### src/rtl/spad_pkg.sv
// +------------------------------------------------------------------------+
// | spad_pkg                                                               |
// | Shared scratchpad widths and read-sequencer state encoding.            |
// | Rev 1.0 - initial release                                              |
// +------------------------------------------------------------------------+
`default_nettype none

package spad_pkg;

  localparam int SPAD_DATA_WIDTH    = 16;
  localparam int SPAD_ADDR_BITWIDTH = 9;
  localparam int SPAD_LEN_BITWIDTH  = SPAD_ADDR_BITWIDTH + 1;

  typedef enum logic [1:0] {
    IDLE  = 2'd0,
    RUN   = 2'd1,
    DRAIN = 2'd2,
    DONE  = 2'd3
  } spad_rd_state_t;

endpackage

`default_nettype wire

### src/rtl/spad_rd_fifo2.sv
// +------------------------------------------------------------------------+
// | spad_rd_fifo2                                                          |
// | Two-entry {data,last} FIFO; push and pop may coincide, order is kept.  |
// | Rev 1.0 - initial release                                              |
// +------------------------------------------------------------------------+
`default_nettype none

module spad_rd_fifo2 #(
  parameter int WIDTH = 16
) (
  input  logic             clk,
  input  logic             reset,
  input  logic             push_i,
  input  logic [WIDTH-1:0] push_data_i,
  input  logic             push_last_i,
  input  logic             pop_i,
  output logic             valid_o,
  output logic [WIDTH-1:0] data_o,
  output logic             last_o,
  output logic [1:0]       count_o
);

  logic [WIDTH-1:0] data_q [2];
  logic [1:0]       last_q;
  logic             rd_ptr_q, wr_ptr_q;
  logic [1:0]       count_q, count_d;
  logic             push_ok, pop_ok;

  // A push into a full FIFO is only legal when the head leaves in the same cycle.
  assign push_ok = push_i && ((count_q != 2'd2) || pop_i);
  assign pop_ok  = pop_i && (count_q != 2'd0);
  assign count_d = count_q + {1'b0, push_ok} - {1'b0, pop_ok};

  always_ff @(posedge clk or negedge reset) begin
    if (!reset) begin
      data_q[0] <= '0;
      data_q[1] <= '0;
      last_q    <= '0;
      rd_ptr_q  <= 1'b0;
      wr_ptr_q  <= 1'b0;
      count_q   <= 2'd0;
    end else begin
      if (push_ok) begin
        data_q[wr_ptr_q] <= push_data_i;
        last_q[wr_ptr_q] <= push_last_i;
        wr_ptr_q         <= ~wr_ptr_q;
      end
      if (pop_ok) begin
        rd_ptr_q <= ~rd_ptr_q;
      end
      count_q <= count_d;
    end
  end

  assign valid_o = (count_q != 2'd0);
  assign data_o  = data_q[rd_ptr_q];
  assign last_o  = last_q[rd_ptr_q];
  assign count_o = count_q;

endmodule

`default_nettype wire

### src/rtl/spad_read_streamer.sv
// +------------------------------------------------------------------------+
// | spad_read_streamer                                                     |
// | Burst read sequencer: SPad reads -> valid/ready stream with last flag. |
// | Optional SPAD_RD_STRIDE_EN adds the i_stride port (default stride 1).  |
// | Rev 1.0 - initial release                                              |
// +------------------------------------------------------------------------+
`default_nettype none

module spad_read_streamer
  import spad_pkg::*;
#(
  parameter int DATA_WIDTH    = SPAD_DATA_WIDTH,
  parameter int ADDR_BITWIDTH = SPAD_ADDR_BITWIDTH,
  parameter int LEN_BITWIDTH  = SPAD_LEN_BITWIDTH
) (
  input  logic                     clk,
  input  logic                     reset,
  input  logic                     i_start,
  input  logic [ADDR_BITWIDTH-1:0] i_base_addr,
  input  logic [LEN_BITWIDTH-1:0]  i_len,
`ifdef SPAD_RD_STRIDE_EN
  input  logic [ADDR_BITWIDTH-1:0] i_stride,
`endif
  output logic                     o_busy,
  output logic                     o_done,
  output logic                     o_spad_ren,
  output logic [ADDR_BITWIDTH-1:0] o_spad_raddr,
  input  logic [DATA_WIDTH-1:0]    i_spad_rdata,
  output logic                     o_valid,
  output logic [DATA_WIDTH-1:0]    o_data,
  output logic                     o_last,
  input  logic                     i_ready
);

  spad_rd_state_t           state_q;
  logic                     busy_q, done_q;
  logic [ADDR_BITWIDTH-1:0] addr_q, stride;
  logic [LEN_BITWIDTH-1:0]  len_q, issued_q;
  logic                     inflight_q, inflight_last_q;

  logic                     fifo_valid, fifo_last;
  logic [DATA_WIDTH-1:0]    fifo_data;
  logic [1:0]               fifo_count;
  logic                     pop, ren, issue_last;
  logic [2:0]               occupancy;

`ifdef SPAD_RD_STRIDE_EN
  logic [ADDR_BITWIDTH-1:0] stride_q;

  always_ff @(posedge clk or negedge reset) begin
    if (!reset) begin
      stride_q <= '0;
    end else if ((state_q == IDLE) && i_start) begin
      stride_q <= i_stride;
    end
  end

  assign stride = stride_q;
`else
  assign stride = ADDR_BITWIDTH'(1);
`endif

  assign pop = fifo_valid & i_ready;

  // Slots committed once this cycle's pop leaves: buffered words plus the one
  // returning from the SPad now. A new read lands two edges later, so one free
  // slot suffices, which keeps a 1 word/cycle stream under steady i_ready.
  assign occupancy  = {1'b0, fifo_count} + {2'b0, inflight_q} - {2'b0, pop};
  assign ren        = (state_q == RUN) && (occupancy < 3'd2);
  assign issue_last = ((issued_q + LEN_BITWIDTH'(1)) == len_q);

  always_ff @(posedge clk or negedge reset) begin
    if (!reset) begin
      state_q         <= IDLE;
      busy_q          <= 1'b0;
      done_q          <= 1'b0;
      addr_q          <= '0;
      len_q           <= '0;
      issued_q        <= '0;
      inflight_q      <= 1'b0;
      inflight_last_q <= 1'b0;
    end else begin
      done_q          <= 1'b0;
      inflight_q      <= ren;
      inflight_last_q <= ren && issue_last;
      case (state_q)
        IDLE: begin
          if (i_start) begin
            len_q    <= i_len;
            addr_q   <= i_base_addr;
            issued_q <= '0;
            busy_q   <= 1'b1;
            if (i_len == '0) begin
              state_q <= DONE;
              done_q  <= 1'b1;
            end else begin
              state_q <= RUN;
            end
          end
        end
        RUN: begin
          if (ren) begin
            addr_q   <= addr_q + stride;
            issued_q <= issued_q + LEN_BITWIDTH'(1);
            if (issue_last) begin
              state_q <= DRAIN;
            end
          end
        end
        DRAIN: begin
          if (pop && fifo_last) begin
            state_q <= DONE;
            done_q  <= 1'b1;
          end
        end
        DONE: begin
          state_q <= IDLE;
          busy_q  <= 1'b0;
        end
        default: state_q <= IDLE;
      endcase
    end
  end

  spad_rd_fifo2 #(
    .WIDTH (DATA_WIDTH)
  ) u_fifo (
    .clk         (clk),
    .reset       (reset),
    .push_i      (inflight_q),
    .push_data_i (i_spad_rdata),
    .push_last_i (inflight_last_q),
    .pop_i       (pop),
    .valid_o     (fifo_valid),
    .data_o      (fifo_data),
    .last_o      (fifo_last),
    .count_o     (fifo_count)
  );

  assign o_busy       = busy_q;
  assign o_done       = done_q;
  assign o_spad_ren   = ren;
  assign o_spad_raddr = addr_q;
  assign o_valid      = fifo_valid;
  assign o_data       = fifo_data;
  assign o_last       = fifo_valid & fifo_last;

endmodule

`default_nettype wire
### config.mk
export PLATFORM = sky130hd
export DESIGN_NAME = spad_read_streamer
export DESIGN_NICKNAME = d
export VERILOG_FILES = /design/src/rtl/spad_pkg.sv /design/src/rtl/spad_rd_fifo2.sv /design/src/rtl/spad_read_streamer.sv
export SDC_FILE = /design/constraint.sdc
export NUM_CORES = 1
export LEC_CHECK = 0
export CAP_MARGIN = 30
export CORE_MARGIN = 2
export CORE_UTILIZATION = 30
export DETAILED_ROUTE_END_ITERATION = 7
export GPL_TIMING_DRIVEN = 0
export SYNTH_ARGS = -nofsm -noshare
export SYNTH_HDL_FRONTEND = slang
export SYNTH_HIERARCHICAL = 1
export SYNTH_SLANG_ARGS = --single-unit
### constraint.sdc
create_clock -name clk -period 6.6 [get_ports clk]
set_input_delay 0.99 -clock clk [delete_from_list [all_inputs] [get_ports clk]]
set_output_delay 0.99 -clock clk [all_outputs]
set_load 0.005 [all_outputs]
==> impl_metrics.tcl, run 1 <==
set metrics [dict create \
    status "finished clean" \
    path_cells "clkdlybuf4s50_1 -> and2_1 -> ha_1 -> nand2b_1 -> fa_1 -> xnor2_1 -> nand3_1 -> inv_1 -> clkdlybuf4s50_1" \
    detail-route-antenna-nets 0 \
    final_nets 474 \
    synth_top_cell_by_area "dfrtp_1" \
    worstPathMaxFanout 4 \
    cts_buffer_depth 2 \
    path_buf_inv 3 \
    pwr-share-seq 0.330 \
    post_cts_buffers 0 \
    rows 41 \
    grt_pass1_vias 2851 \
    cts.sinks 73 \
    leakagePower_nw 2.16 \
    p_sw_uw 810 \
    final.setup.tns_ns 0 \
    synth.net_count 394 \
    multi_input_area_sq_um 1940 \
    yosysSeqAreaShare 0.470 \
    power_frac_clock 0.204 \
    viasPerCell 4.79 \
    clock_skew_ns 0.00786 \
    rsz0062_at_grt "no" \
    layout_min_cycle_time_ns 4.53 \
    fillers 1277 \
    hold_buffers 0 \
    ys_warn_count 6 \
    tightestPinTransition_ns 0.816 \
    die_x_um 118 \
    wl_met2_um 3880 \
    drc 0 \
    drive_gt1_frac 0.205 \
    cts_tree "built" \
    setup_violations 0 \
    start_util 0.308 \
    fin_area_sq_um 5090 \
    wl_um 8600 \
    path_common_cell "clkdlybuf4s50_1" \
    maxCapViolCount 0 \
    dpl.hpwl_um 6260 \
    min_period_over_period 0.686 \
    timing.final.ws_setup_ns 2.07 \
    hold_class "reg2reg" \
    die_h_um 118 \
    power_frac_comb 0.466 \
    seq_area_sq_um 1830 \
    ios 69 \
    syn_area_per_cell_sq_um 11.3 \
    antenna_cells 0 \
    maxUsedRoutingLayer "met4" \
    p_per_area_nw_per_um2 468 \
    arrival_ns 3.54 \
    grt_pass1_wl_um 14300 \
    start_kind "input pin" \
    met1_length_um 4150 \
    dp.cells 586 \
    slew_viol_final 0 \
    wl_per_cell_um 14.3 \
    stdcell_count 602 \
    area_growth_pct 31.2 \
    final_util 0.404 \
    grt_max_degree 44 \
    ys_seq_elements 73 \
    htree_levels 3 \
    gr-total-overflow 0 \
    synthesis.instances 345 \
    synth_top_area_frac 0.470 \
    synth-edff-count 0 \
    relSlewSlack 0.453 \
    grt_use_total 0.129 \
    post-place-ws_ns 2.06 \
    crit_path_top_delay_cell "clkdlybuf4s50_1" \
    cts.repair.resized 0 \
    fmax_mhz 221 \
    dr_total_vias 2881 \
    switching_share 0.340 \
    clockRootBuffer "clkbuf_16" \
    first_pass_iters 4 \
    p_int_mw 1.57 \
    cts_buffers 9 \
    grt_antenna_before_repair 0 \
    core_region_area_sq_um 12600 \
    peakVddDrop_mv 0.178 \
    worstSkewPairLatency_ns 0.34 \
    dieArea_sq_um 13900 \
    synthesis.area_sq_um 3880 \
    slowest_delay_ns 0.54 \
    first_iter_violations 114 \
    worstSetupPathType "in2out" \
    async_flop_share 1.00 \
    gp_congestion 0.762 \
    wl_met3_um 395 \
    ys.flop_type "dfrtp_1" \
    synthTopCellsByArea "dfrtp_1 47%, mux2_2 9.9%, mux2_4 7.3%" \
    ys_types 51 \
    path_delay_family "buffers and inverters" \
    postPlaceCellArea_sq_um 4800 \
    hold_viol 0 \
    worstPathRequired_ns 5.61 \
    cp-end-kind "output port" \
    numPortBuffers 68 \
    clk_pin_slew_ns 0.06 \
]
==> worst paths after layout <==
| kind | end | cells past startpoint | slack (ns) | from |
|---|---|---|---|---|
| max | o_spad_ren | 9 | 2.07 | i_ready |
| min | u_fifo/data_q[11] | 1 | 0.49 | u_fifo/data_q[11] |
| max reg2reg | o_spad_raddr[6] | 12 | 2.88 | u_fifo/count_o[1] |
| min reg2reg | u_fifo/data_q[11] | 1 | 0.49 | u_fifo/data_q[11] |
| max in group asynchronous | u_fifo/data_q[5] | 2 | 5.43 | reset |
| min in group asynchronous | o_spad_raddr[6] | 1 | 0.59 | reset |
==> metrics by stage <==
stage	power, mW	hold WS, ns
2_1_floorplan	1.47	0.451
3_3_place_gp	1.88	0.466
3_5_place_dp	1.91	0.476
4_1_cts	2.42	0.489
5_1_grt	2.56	0.516
6_report	2.38	0.488
==> kinds of logic after synthesis <==
| logic type | synth area share |
|---|---|
| multiplexers | 0.190 |
| XOR/XNOR | 0.0361 |
| AND/OR/NAND/NOR | 0.124 |
| buffers and inverters | 0.0306 |
| AO/OA/AOI/OAI | 0.114 |
| flip-flops | 0.470 |
| adder cells (fa/ha/maj) | 0.0342 |
==> state kept, by name (all words and copies together) (netlist names) <==
register         flops
u_fifo/count_o       2
inflight_last_q      1
len_q               10
o_busy               1
u_fifo/data_q       32
inflight_q           1
issued_q            10
o_spad_raddr         9
u_fifo/last_q        2
u_fifo/wr_ptr_q      1
state_q              2
o_done               1
u_fifo/rd_ptr_q      1
==> Yosys cell counts, types with 9 or more instances <==
cell,n
a21oi_1,12
and2_1,9
and3_1,10
dfrtp_1,73
ha_1,9
inv_1,9
mux2_2,34
mux2_4,19
nand2_1,31
nand3_1,12
nor2_1,10
o21ai_0,22
xnor2_1,9
==> cell usage in the layout (no fill, tap or decap), types with 2 or more instances in the layout <==
cell,count
mux2_4,19
xor2_1,7
a21o_1,2
o21ai_0,22
or3_1,2
nand3_1,12
nor2_1,10
ha_1,9
o2bb2ai_1,4
and3_1,10
nand2b_1,2
or2_2,3
a21oi_1,12
clkdlybuf4s50_1,67
o22ai_1,7
o21ai_1,7
buf_2,5
o31ai_1,3
dfrtp_1,73
clkinvlp_4,2
nor4_1,3
nor2_2,2
clkbuf_16,9
and2_1,9
nand2_1,31
mux2i_1,6
xnor2_1,9
clkbuf_1,8
mux2_2,34
inv_1,9
buf_6,3
==> worst reg2reg max path: stages, from the launching register on <==
cell      delay [ns]
dfrtp_1         0.45
or2_2           0.36
and2_1          0.22
ha_1            0.28
nand2b_1        0.15
fa_1            0.38
xnor2_1         0.21
nand2_1         0.10
a211oi_1        0.71
clkbuf_1        0.42
nand3_1         0.12
o21ai_0         0.10
a21oi_1         0.09
==> area by class of cell <==
class	count	share of cell area
Tap cell	172	0.0422
Multi-Input combinational cell	248	0.380
Clock buffer	10	0.0450
Clock inverter	6	0.0133
Inverter	9	0.00663
Timing Repair Buffer	69	0.137
Sequential cell	73	0.359
Buffer	15	0.0167
==> power groups by stage <==
stage | sequential, mW | clock (mW) | combinational, mW
2_1_floorplan | 0.752 | 0 | 0.720
3_3_place_gp | 0.781 | 0 | 1.10
3_5_place_dp | 0.793 | 0 | 1.12
4_1_cts | 0.789 | 0.503 | 1.13
5_1_grt | 0.818 | 0.523 | 1.22
6_report | 0.787 | 0.487 | 1.11
==> metal layers <==
layer  global-route usage  vias to the layer above
met5                    0                        -
met4               0.0527                        0
met3               0.0417                       14
met2                0.192                       57
met1                0.174                     1404
li1                     -                     1406
Note: power is estimated with default switching activity, not from simulation.
==> inputs of run 2 (changes only) <==
- clock period: 6.6 -> 3.9 ns (I/O delays scaled with it)
==> run 2 against run 1 <==
- worst setup slack lost 1.9 ns
- register-to-register slack got worse by 2.4 ns
- first-iteration DRC count fell by 6.1%
- wire length is 0.59% higher
- combinational power grew 71%
- design area rose by 0.27%
- core utilization rose by 0.11 points
- global-route usage unchanged
- critical path type is now reg2out
==> impl_metrics.tcl, run 2 (same netlist as run 1, synthesis figures left out) <==
set metrics [dict create \
    rows 41 \
    fin_area_sq_um 5110 \
    gr-total-overflow 0 \
    cts_buffers 9 \
    postPlaceCellArea_sq_um 4800 \
    p_per_area_nw_per_um2 794 \
    die_x_um 118 \
    first_pass_iters 4 \
    cts_tree "built" \
    worstSkewPairLatency_ns 0.34 \
    peakVddDrop_mv 0.302 \
    fillers 1275 \
    worstPathMaxFanout 6 \
    fmax_mhz 267 \
    maxCapViolCount 0 \
    die_h_um 118 \
    drive_gt1_frac 0.211 \
    cts_buffer_depth 2 \
    dr_total_vias 2896 \
    hold_ws_ns 0.182 \
    viasPerCell 4.80 \
    clockRootBuffer "clkbuf_16" \
    regMostFlops "u_fifo/data_q" \
    slew_viol_final 0 \
    arrival_ns 3.17 \
    start_kind "register" \
    final_nets 475 \
    hold_viol 0 \
    tightestPinTransition_ns 0.565 \
    ios 69 \
    final_util 0.405 \
    min_period_over_period 0.962 \
    leakagePower_nw 2.16 \
    largest_reg_flops 32 \
    cts.sinks 73 \
    setup_violations 0 \
    grt_pass1_vias 2851 \
    first_iter_violations 107 \
    top_regs "u_fifo/data_q: 32 flops, issued_q: 10 flops, len_q: 10 flops" \
    clock_skew_ns 0.00719 \
    grt_pass1_wl_um 14300 \
    grt_antenna_before_repair 0 \
    relSlewSlack 0.619 \
    wl_um 8650 \
    detail-route-antenna-nets 0 \
    status "finished clean" \
    r2r_end "o_spad_raddr[6]" \
    antenna_cells 0 \
    layout_min_cycle_time_ns 3.75 \
    cp-end-kind "output port" \
    worstSetupPathType "reg2out" \
    hold_class "in2async" \
    final.setup.tns_ns 0 \
    wl_per_cell_um 14.3 \
    core_region_area_sq_um 12600 \
    worstPathRequired_ns 3.31 \
    layout_common_cells "72 x dfrtp_1, 67 x clkdlybuf4s50_1, 34 x mux2_2" \
    htree_levels 3 \
    r2r_cells 12 \
    final_common_cell "dfrtp_1" \
    grt_max_degree 44 \
    numPortBuffers 68 \
    ff2ff_setup_slack_ns 0.43 \
    stdcell_count 603 \
    dpl.hpwl_um 6260 \
    dieArea_sq_um 13900 \
    start_util 0.308 \
    rsz0062_at_grt "no" \
    dp.cells 586 \
    gp_congestion 0.762 \
    reg2reg_from "u_fifo/count_o[1]" \
    clk_pin_slew_ns 0.06 \
    drc 0 \
    grt_use_total 0.129 \
    area_growth_pct 31.5 \
]
run 2: cell types whose count changed in the layout (fill, tap and decap cells not counted):
cell and change:
buf_4 +1, dfrtp_1 -1, a211oi_1 -1, a211oi_2 +1, dfrtp_2 +1
run 2: repair_timing:
action                     4_1_cts  5_1_grt
hold buffers                     0        0
setup buffers                    0        1
gates resized for setup          0        2
setup endpoints to repair        0       10
run 2: layer usage:
| layer | vias up | share of wire | global-route usage |
|---|---|---|---|
| li1 | 1407 | - | - |
| met1 | 1415 | 0.48 | 0.174 |
| met2 | 60 | 0.45 | 0.192 |
| met3 | 14 | 0.044 | 0.0417 |
| met4 | 0 | 0.020 | 0.0527 |
| met5 | - | 0 | 0 |
run 2: worst max-delay path by stage:
stage | start | end | slack, ns | cells after the start
after detailed placement | i_ready | o_spad_raddr[6] | -0.14 | 12
after floorplan | u_fifo/count_o[1] | o_spad_raddr[5] | 0.74 | 12
after CTS | u_fifo/count_o[1] | o_spad_ren | 0.09 | 9
after global routing | u_fifo/count_o[1] | o_spad_ren | 0.01 | 9
final | u_fifo/count_o[1] | o_spad_ren | 0.15 | 9
after global placement | reset | len_q[0] | -0.33 | 1
run 2: layout make-up:
class / instances / area [sq um] / share of cell area
timing repair buffer: 70 / 706 / 0.138
clock inverter: 6 / 67.6 / 0.0132
tap: 172 / 215 / 0.0421
clock buffer: 10 / 229 / 0.0448
sequential: 73 / 1830 / 0.358
multi-input combinational: 248 / 1940 / 0.380
buffer: 15 / 85.1 / 0.0167
inverter: 9 / 33.8 / 0.00661
run 2: critical path, stage by stage, from the launching register on:
cell and delay, ns:
dfrtp_2 0.45, or2_2 0.34, and2_1 0.22, ha_1 0.28
nand2b_1 0.15, fa_1 0.38, xnor2_1 0.21, nand3_1 0.15
inv_1 0.11, clkdlybuf4s50_1 0.54
run 2: through the flow:
step           total power [mW]  setup slack, ns
6_report                   4.06            0.149
2_1_floorplan              2.49            0.738
3_3_place_gp               3.18           -0.333
4_1_cts                    4.09           0.0924
5_1_grt                    4.35           0.0124
3_5_place_dp               3.23           -0.144
run 2: power breakdown:
part	internal (mW)	total (mW)	switching (mW)
clock	0.497	0.825	0.327
combinational	1.09	1.90	0.807
sequential	1.09	1.33	0.246
total	2.67	4.06	1.38
